### config.mk
export PLATFORM = sky130hd
export DESIGN_NAME = led_indicator_ctrl
export DESIGN_NICKNAME = d
export VERILOG_FILES = /design/src/rtl/led_pkg.sv /design/src/rtl/tick_gen.sv /design/src/rtl/led_indicator_ctrl.sv
export SDC_FILE = /design/constraint.sdc
export NUM_CORES = 1
export LEC_CHECK = 0
export ABC_AREA = 1
export CAP_MARGIN = 10
export CELL_PAD_IN_SITES_DETAIL_PLACEMENT = 0
export CELL_PAD_IN_SITES_GLOBAL_PLACEMENT = 1
export CORE_UTILIZATION = 35
export CTS_BUF_LIST = sky130_fd_sc_hd__clkbuf_8
export DETAILED_ROUTE_END_ITERATION = 10
export PLACE_DENSITY_LB_ADDON = 0.1
export SYNTH_ARGS = -nofsm -noshare
export SYNTH_HDL_FRONTEND = slang
export SYNTH_SLANG_ARGS = --single-unit
### constraint.sdc
create_clock -name i_clk -period 2.9 [get_ports i_clk]
set_clock_uncertainty 0.2 [all_clocks]
set_input_delay 0.58 -clock i_clk [delete_from_list [all_inputs] [get_ports i_clk]]
set_output_delay 0.58 -clock i_clk [all_outputs]
set_load 0.05 [all_outputs]
### src/rtl/led_pkg.sv
// Shared definitions for the LED indicator blocks: display mode encodings
// and the pin level of an unlit LED for a given polarity.
package led_pkg;

    typedef enum logic [1:0] {
        MODE_STATIC  = 2'd0,
        MODE_BLINK   = 2'd1,
        MODE_MARQUEE = 2'd2,
        MODE_OFF     = 2'd3
    } mode_e;

    // Pin level that leaves an LED dark; a lit LED drives the inverse.
    function automatic logic LED_OFF(input int activeLow);
        return (activeLow != 0);
    endfunction

endpackage

### src/rtl/tick_gen.sv
// Free-running prescaler producing a one-cycle tick every TICK_DIV clocks,
// asserted on the cycle the count wraps.
module tick_gen #(
    parameter int TICK_DIV = 27000
) (
    input  logic i_clk,
    input  logic i_sys_rst_n,
    output logic o_tick
);

    localparam int CW = $clog2(TICK_DIV);

    logic [CW-1:0] r_count;

    assign o_tick = (r_count == CW'(TICK_DIV - 1));

    always_ff @(posedge i_clk or negedge i_sys_rst_n) begin
        if (!i_sys_rst_n) begin
            r_count <= '0;
        end else if (o_tick) begin
            r_count <= '0;
        end else begin
            r_count <= r_count + 1'b1;
        end
    end

endmodule

### src/rtl/led_indicator_ctrl.sv
// LED bank driver: latched data shown as static, blinking, marquee or off,
// PWM-dimmed, plus a pulse-stretched key-press LED in the top bit.
module led_indicator_ctrl
    import led_pkg::*;
#(
    parameter int DATA_W        = 4,
    parameter int PWM_BITS      = 4,
    parameter int TICK_DIV      = 27000,
    parameter int BLINK_TICKS   = 250,
    parameter int STRETCH_TICKS = 50,
    parameter int ACTIVE_LOW    = 1
) (
    input  logic                i_clk,
    input  logic                i_sys_rst_n,
    input  logic [DATA_W-1:0]   i_data,
    input  logic                i_data_valid,
    input  logic                i_is_pressed,
    input  logic [1:0]          i_mode,
    input  logic [PWM_BITS-1:0] i_brightness,
    output logic [DATA_W:0]     o_led
);

    localparam int   BW      = $clog2(BLINK_TICKS + 1);
    localparam int   SW      = $clog2(STRETCH_TICKS + 1);
    localparam int   PW      = (DATA_W > 1) ? $clog2(DATA_W) : 1;
    localparam logic OFF_LVL = LED_OFF(ACTIVE_LOW);

    logic                w_tick;
    logic [DATA_W-1:0]   r_data;
    mode_e               r_mode;
    logic [PWM_BITS-1:0] r_bright;
    logic [PWM_BITS-1:0] r_pwm;
    logic [BW-1:0]       r_blinkCnt;
    logic                r_phase;
    logic [PW-1:0]       r_pos;
    logic [SW-1:0]       r_stretch;
    logic                r_pressPrev;

    logic                w_modeChange;
    logic                w_blinkWrap;
    logic                w_pressRise;
    logic [DATA_W-1:0]   w_oneHot;
    logic [DATA_W-1:0]   w_pre;
    logic                w_pwmOn;
    logic [DATA_W-1:0]   w_dataLit;
    logic                w_pressLit;

    tick_gen #(
        .TICK_DIV (TICK_DIV)
    ) u_tick_gen (
        .i_clk       (i_clk),
        .i_sys_rst_n (i_sys_rst_n),
        .o_tick      (w_tick)
    );

    // r_mode doubles as the previous sampled mode for change detection.
    assign w_modeChange = (i_mode != r_mode);
    assign w_blinkWrap  = w_tick && (r_blinkCnt == BW'(BLINK_TICKS - 1));
    assign w_pressRise  = i_is_pressed && !r_pressPrev;
    assign w_oneHot     = DATA_W'(1) << r_pos;

    always_ff @(posedge i_clk or negedge i_sys_rst_n) begin
        if (!i_sys_rst_n) begin
            r_data      <= '0;
            r_mode      <= MODE_STATIC;
            r_bright    <= '0;
            r_pwm       <= '0;
            r_pressPrev <= 1'b0;
        end else begin
            if (i_data_valid) begin
                r_data <= i_data;
            end
            r_mode      <= mode_e'(i_mode);
            r_bright    <= i_brightness;
            r_pwm       <= r_pwm + 1'b1;
            r_pressPrev <= i_is_pressed;
        end
    end

    always_ff @(posedge i_clk or negedge i_sys_rst_n) begin
        if (!i_sys_rst_n) begin
            r_blinkCnt <= '0;
            r_phase    <= 1'b1;
            r_pos      <= '0;
        end else if (w_modeChange) begin
            r_blinkCnt <= '0;
            r_phase    <= 1'b1;
            r_pos      <= '0;
        end else if (w_blinkWrap) begin
            r_blinkCnt <= '0;
            r_phase    <= ~r_phase;
            r_pos      <= (r_pos == PW'(DATA_W - 1)) ? '0 : r_pos + 1'b1;
        end else if (w_tick) begin
            r_blinkCnt <= r_blinkCnt + 1'b1;
        end
    end

    // A fresh press reloads the stretch even if a tick lands on the same cycle.
    always_ff @(posedge i_clk or negedge i_sys_rst_n) begin
        if (!i_sys_rst_n) begin
            r_stretch <= '0;
        end else if (w_pressRise) begin
            r_stretch <= SW'(STRETCH_TICKS);
        end else if (w_tick && (r_stretch != '0)) begin
            r_stretch <= r_stretch - 1'b1;
        end
    end

    always_comb begin
        w_pre = '0;
        case (r_mode)
            MODE_STATIC:  w_pre = r_data;
            MODE_BLINK:   w_pre = r_phase ? r_data : '0;
            MODE_MARQUEE: w_pre = w_oneHot;
            default:      w_pre = '0;
        endcase

        w_pwmOn = 1'b0;
        if (r_bright == '1) begin
            w_pwmOn = 1'b1;
        end else if (r_bright != '0) begin
            w_pwmOn = (r_pwm < r_bright);
        end

        w_dataLit  = w_pwmOn ? w_pre : '0;
        w_pressLit = i_is_pressed || (r_stretch != '0);
    end

    always_ff @(posedge i_clk or negedge i_sys_rst_n) begin
        if (!i_sys_rst_n) begin
            o_led <= {(DATA_W + 1){OFF_LVL}};
        end else begin
            o_led <= {w_pressLit, w_dataLit} ^ {(DATA_W + 1){OFF_LVL}};
        end
    end

endmodule

==> impl_metrics.toml <==
[finish]
diodes = 0
final_area_mm2 = 0.00321
final_core_util_pct = 41.4
layout-drive-gt1-share_pct = 10.4
num-fill-cells = 816
syn2layout_area_growth_pct = 13.9
final_nets = 402

[clocking]
cts_buffer_depth = 2
cts_tree = "yes"
path_clk_slew_ns = 0.09
clkSinkCount = 52
cts-root-buf = "clkbuf_8"
clock_latency_ns = 0.31
cts_max_level = 2
post-cts-setup-buffers = 0
cts.repair.resized = 0
cts_buffers = 5
hold_buffers = 0

[grt]
grt_pass1_vias = 2173
grtUsageMet1_pct = 19.6
busiest_layer = "met2"
use_met3_pct = 3.07
grt_overflow = 0
grt_pass1_wl_um = 10100
grt_max_degree = 35
grt_util_all_layers_pct = 15.2
antenna_found_initial = 0
grt_use_met2_pct = 25.3

[sta]
fin_crit_ns = 2.41
grt_setup_unrepaired = "no"
setup_tns_ns = 0
max_freq_mhz = 415
finalHoldViolations = 0
fin_crit_sh_pct = 83.0
drv_slew = 0
setup_violations = 0
worstMarginPinSlew_ns = 0.841
layout_setup_ws_ns = 0.493
slew_headroom_pct = 43.7

[critical_path]
worstSetupStartpoint = "o_led[4]"
path_delay_family = "buffers and inverters"
crit_chain = "clkdlybuf4s50_1"
reg2reg_slack_ns = 0.89
worstPathArrival_ns = 1.63
critical_path_required_ns = 2.12
worstPathBufferInverterCount = 1
crit_slowest_cell = "clkdlybuf4s50_1"
end_kind = "output port"
cpPeakStageDelay_ns = 0.79
critical_path_class = "reg -> out"
r2r-start = "u_tick_gen.r_count[0]"
cp-start-kind = "flop"
cp_max_fo = 1

[synth]
ys_seq_area_share_pct = 46.4
netlist-cell-type-count = 29
netlist_area_mm2 = 0.00282
yosys_warnings = 0
netlist_instances = 352
syn_nets = 379
syn_area_per_cell_um2 = 8.02
synth_seq_cells = 52

[route]
vias = 2232
drtIter0Drc = 100
drc = 0
postRouteAntennaNets = 0
wl_um = 5730
drt_pass1_iterations = 4
wl_per_cell_um = 12.0
detail_route.vias_per_cell = 4.67

[status]
status = "finished, final reports clean"

[place]
dpl_worst_slack_ns = 0.418
gp_congestion = 0.787
portBuffers = 18
placed_area_mm2 = 0.00312
dp_hpwl_um = 4250

[floorplanning]
start_util_pct = 36.3
rows = 32
coreArea_mm2 = 0.00777
die_area_mm2 = 0.00842
die_h_um = 91.8
fp.dieW_um = 91.8
num_io_pins = 19

[power]
ir_worst_vdd_mv = 0.166
fin_total_pwr_uw = 1370
leakagePower_uw = 0.00156
power_per_cell_area_mw_per_mm2 = 425

[run]
maxCapViolations = 0

[worst_hold_path]
hp-class = "in -> async"
-- through the flow --
stage          hold slack [ns]  cells
4_1_cts                 0.0256    478
6_report                0.0172    478
2_1_floorplan           0.0844    352
3_3_place_gp             0.255    470
5_1_grt                 0.0431    478
3_5_place_dp             0.259    470
-- sequential cells by signal, summed over array words and instances (netlist names) --
| register | count |
|---|---|
| o_led | 5 |
| r_bright | 4 |
| r_phase | 1 |
| r_pwm | 4 |
| r_stretch | 6 |
| r_blinkCnt | 8 |
| r_data | 4 |
| r_mode | 2 |
| r_pos | 2 |
| r_pressPrev | 1 |
| u_tick_gen.r_count | 15 |
-- power breakdown --
group | switching [uW] | internal, uW | leakage (uW)
Sequential | 16.7 | 756 | 0.000653
Clock | 241 | 189 | 0.0000538
Combinational | 101 | 63.8 | 0.000853
-- synth_stat cells, drive strengths merged --
library cell	number	area (um^2)
xor2	8	70.1
or2	6	37.5
inv	52	195
dfrtp	46	1150
buf	2	16.3
a21oi	13	68.8
nor2	42	180
clkinv	1	3.75
clkbuf	1	5.00
xnor2	2	17.5
ha	13	163
dfstp	6	158
o21ai	11	55.1
a211oi	1	7.51
nand4	15	93.8
nand3	26	135
nand2	97	389
nor3	9	67.6
o21bai	1	7.51
-- routing by layer --
layer  part of all wire (%)  vias up
met3                    3.2        9
met4                    1.7        0
met1                     48     1032
met2                     47       29
li1                       -     1162
met5                      0        -
-- area by class of cell --
class | count | area (um^2) | area share (%)
Timing Repair Buffer | 19 | 195 | 6.07
Multi-Input combinational cell | 244 | 1290 | 40.2
Sequential cell | 52 | 1310 | 40.7
Tap cell | 102 | 128 | 3.97
Clock inverter | 2 | 7.51 | 0.234
Clock buffer | 6 | 82.6 | 2.57
Inverter | 53 | 199 | 6.19
-- cell families after synthesis --
kind of cell	synth area share, %
buffers and inverters	7.80
DFF	46.4
and+or+nand+nor	32.0
AOI/OAI and AO/OA	4.92
xor gates and xnor gates	3.10
adders and majority gates	5.77
-- path summary, 6_finish.rpt --
kind | to | cells after the start
min in group i_clk | u_tick_gen.r_count[0] | 1
max in group asynchronous | o_led[4] | 2
setup / recovery | o_led[4] | 1
setup reg to reg | r_blinkCnt[2] | 8
hold reg to reg | u_tick_gen.r_count[0] | 1
hold / removal | r_pwm[2] | 1
-- layout by cell type (no fill, tap or decap) --
master,Yosys,final
nand3_1,25,25
buf_2,1,1
inv_2,1,1
nor3_1,7,7
nand3_2,1,1
clkinv_1,1,1
o21ai_0,8,8
a211oi_1,1,1
dfstp_2,6,6
clkdlybuf4s50_1,0,17
xor2_1,8,8
nor2_4,2,2
or2_2,5,5
clkbuf_8,0,6
nor3_4,2,2
inv_1,51,53
nand2_2,10,10
nor2_2,3,3
xnor2_1,2,2
nand4_1,15,15
o21ai_1,3,3
ha_1,13,13
nand2_1,87,87
a21oi_2,1,1
dfrtp_1,46,46
nor2_1,37,37
o21bai_1,1,1
or2_1,1,1
a21oi_1,12,12
buf_12,0,1
No activity file was read; power rests on OpenSTA's default activity.
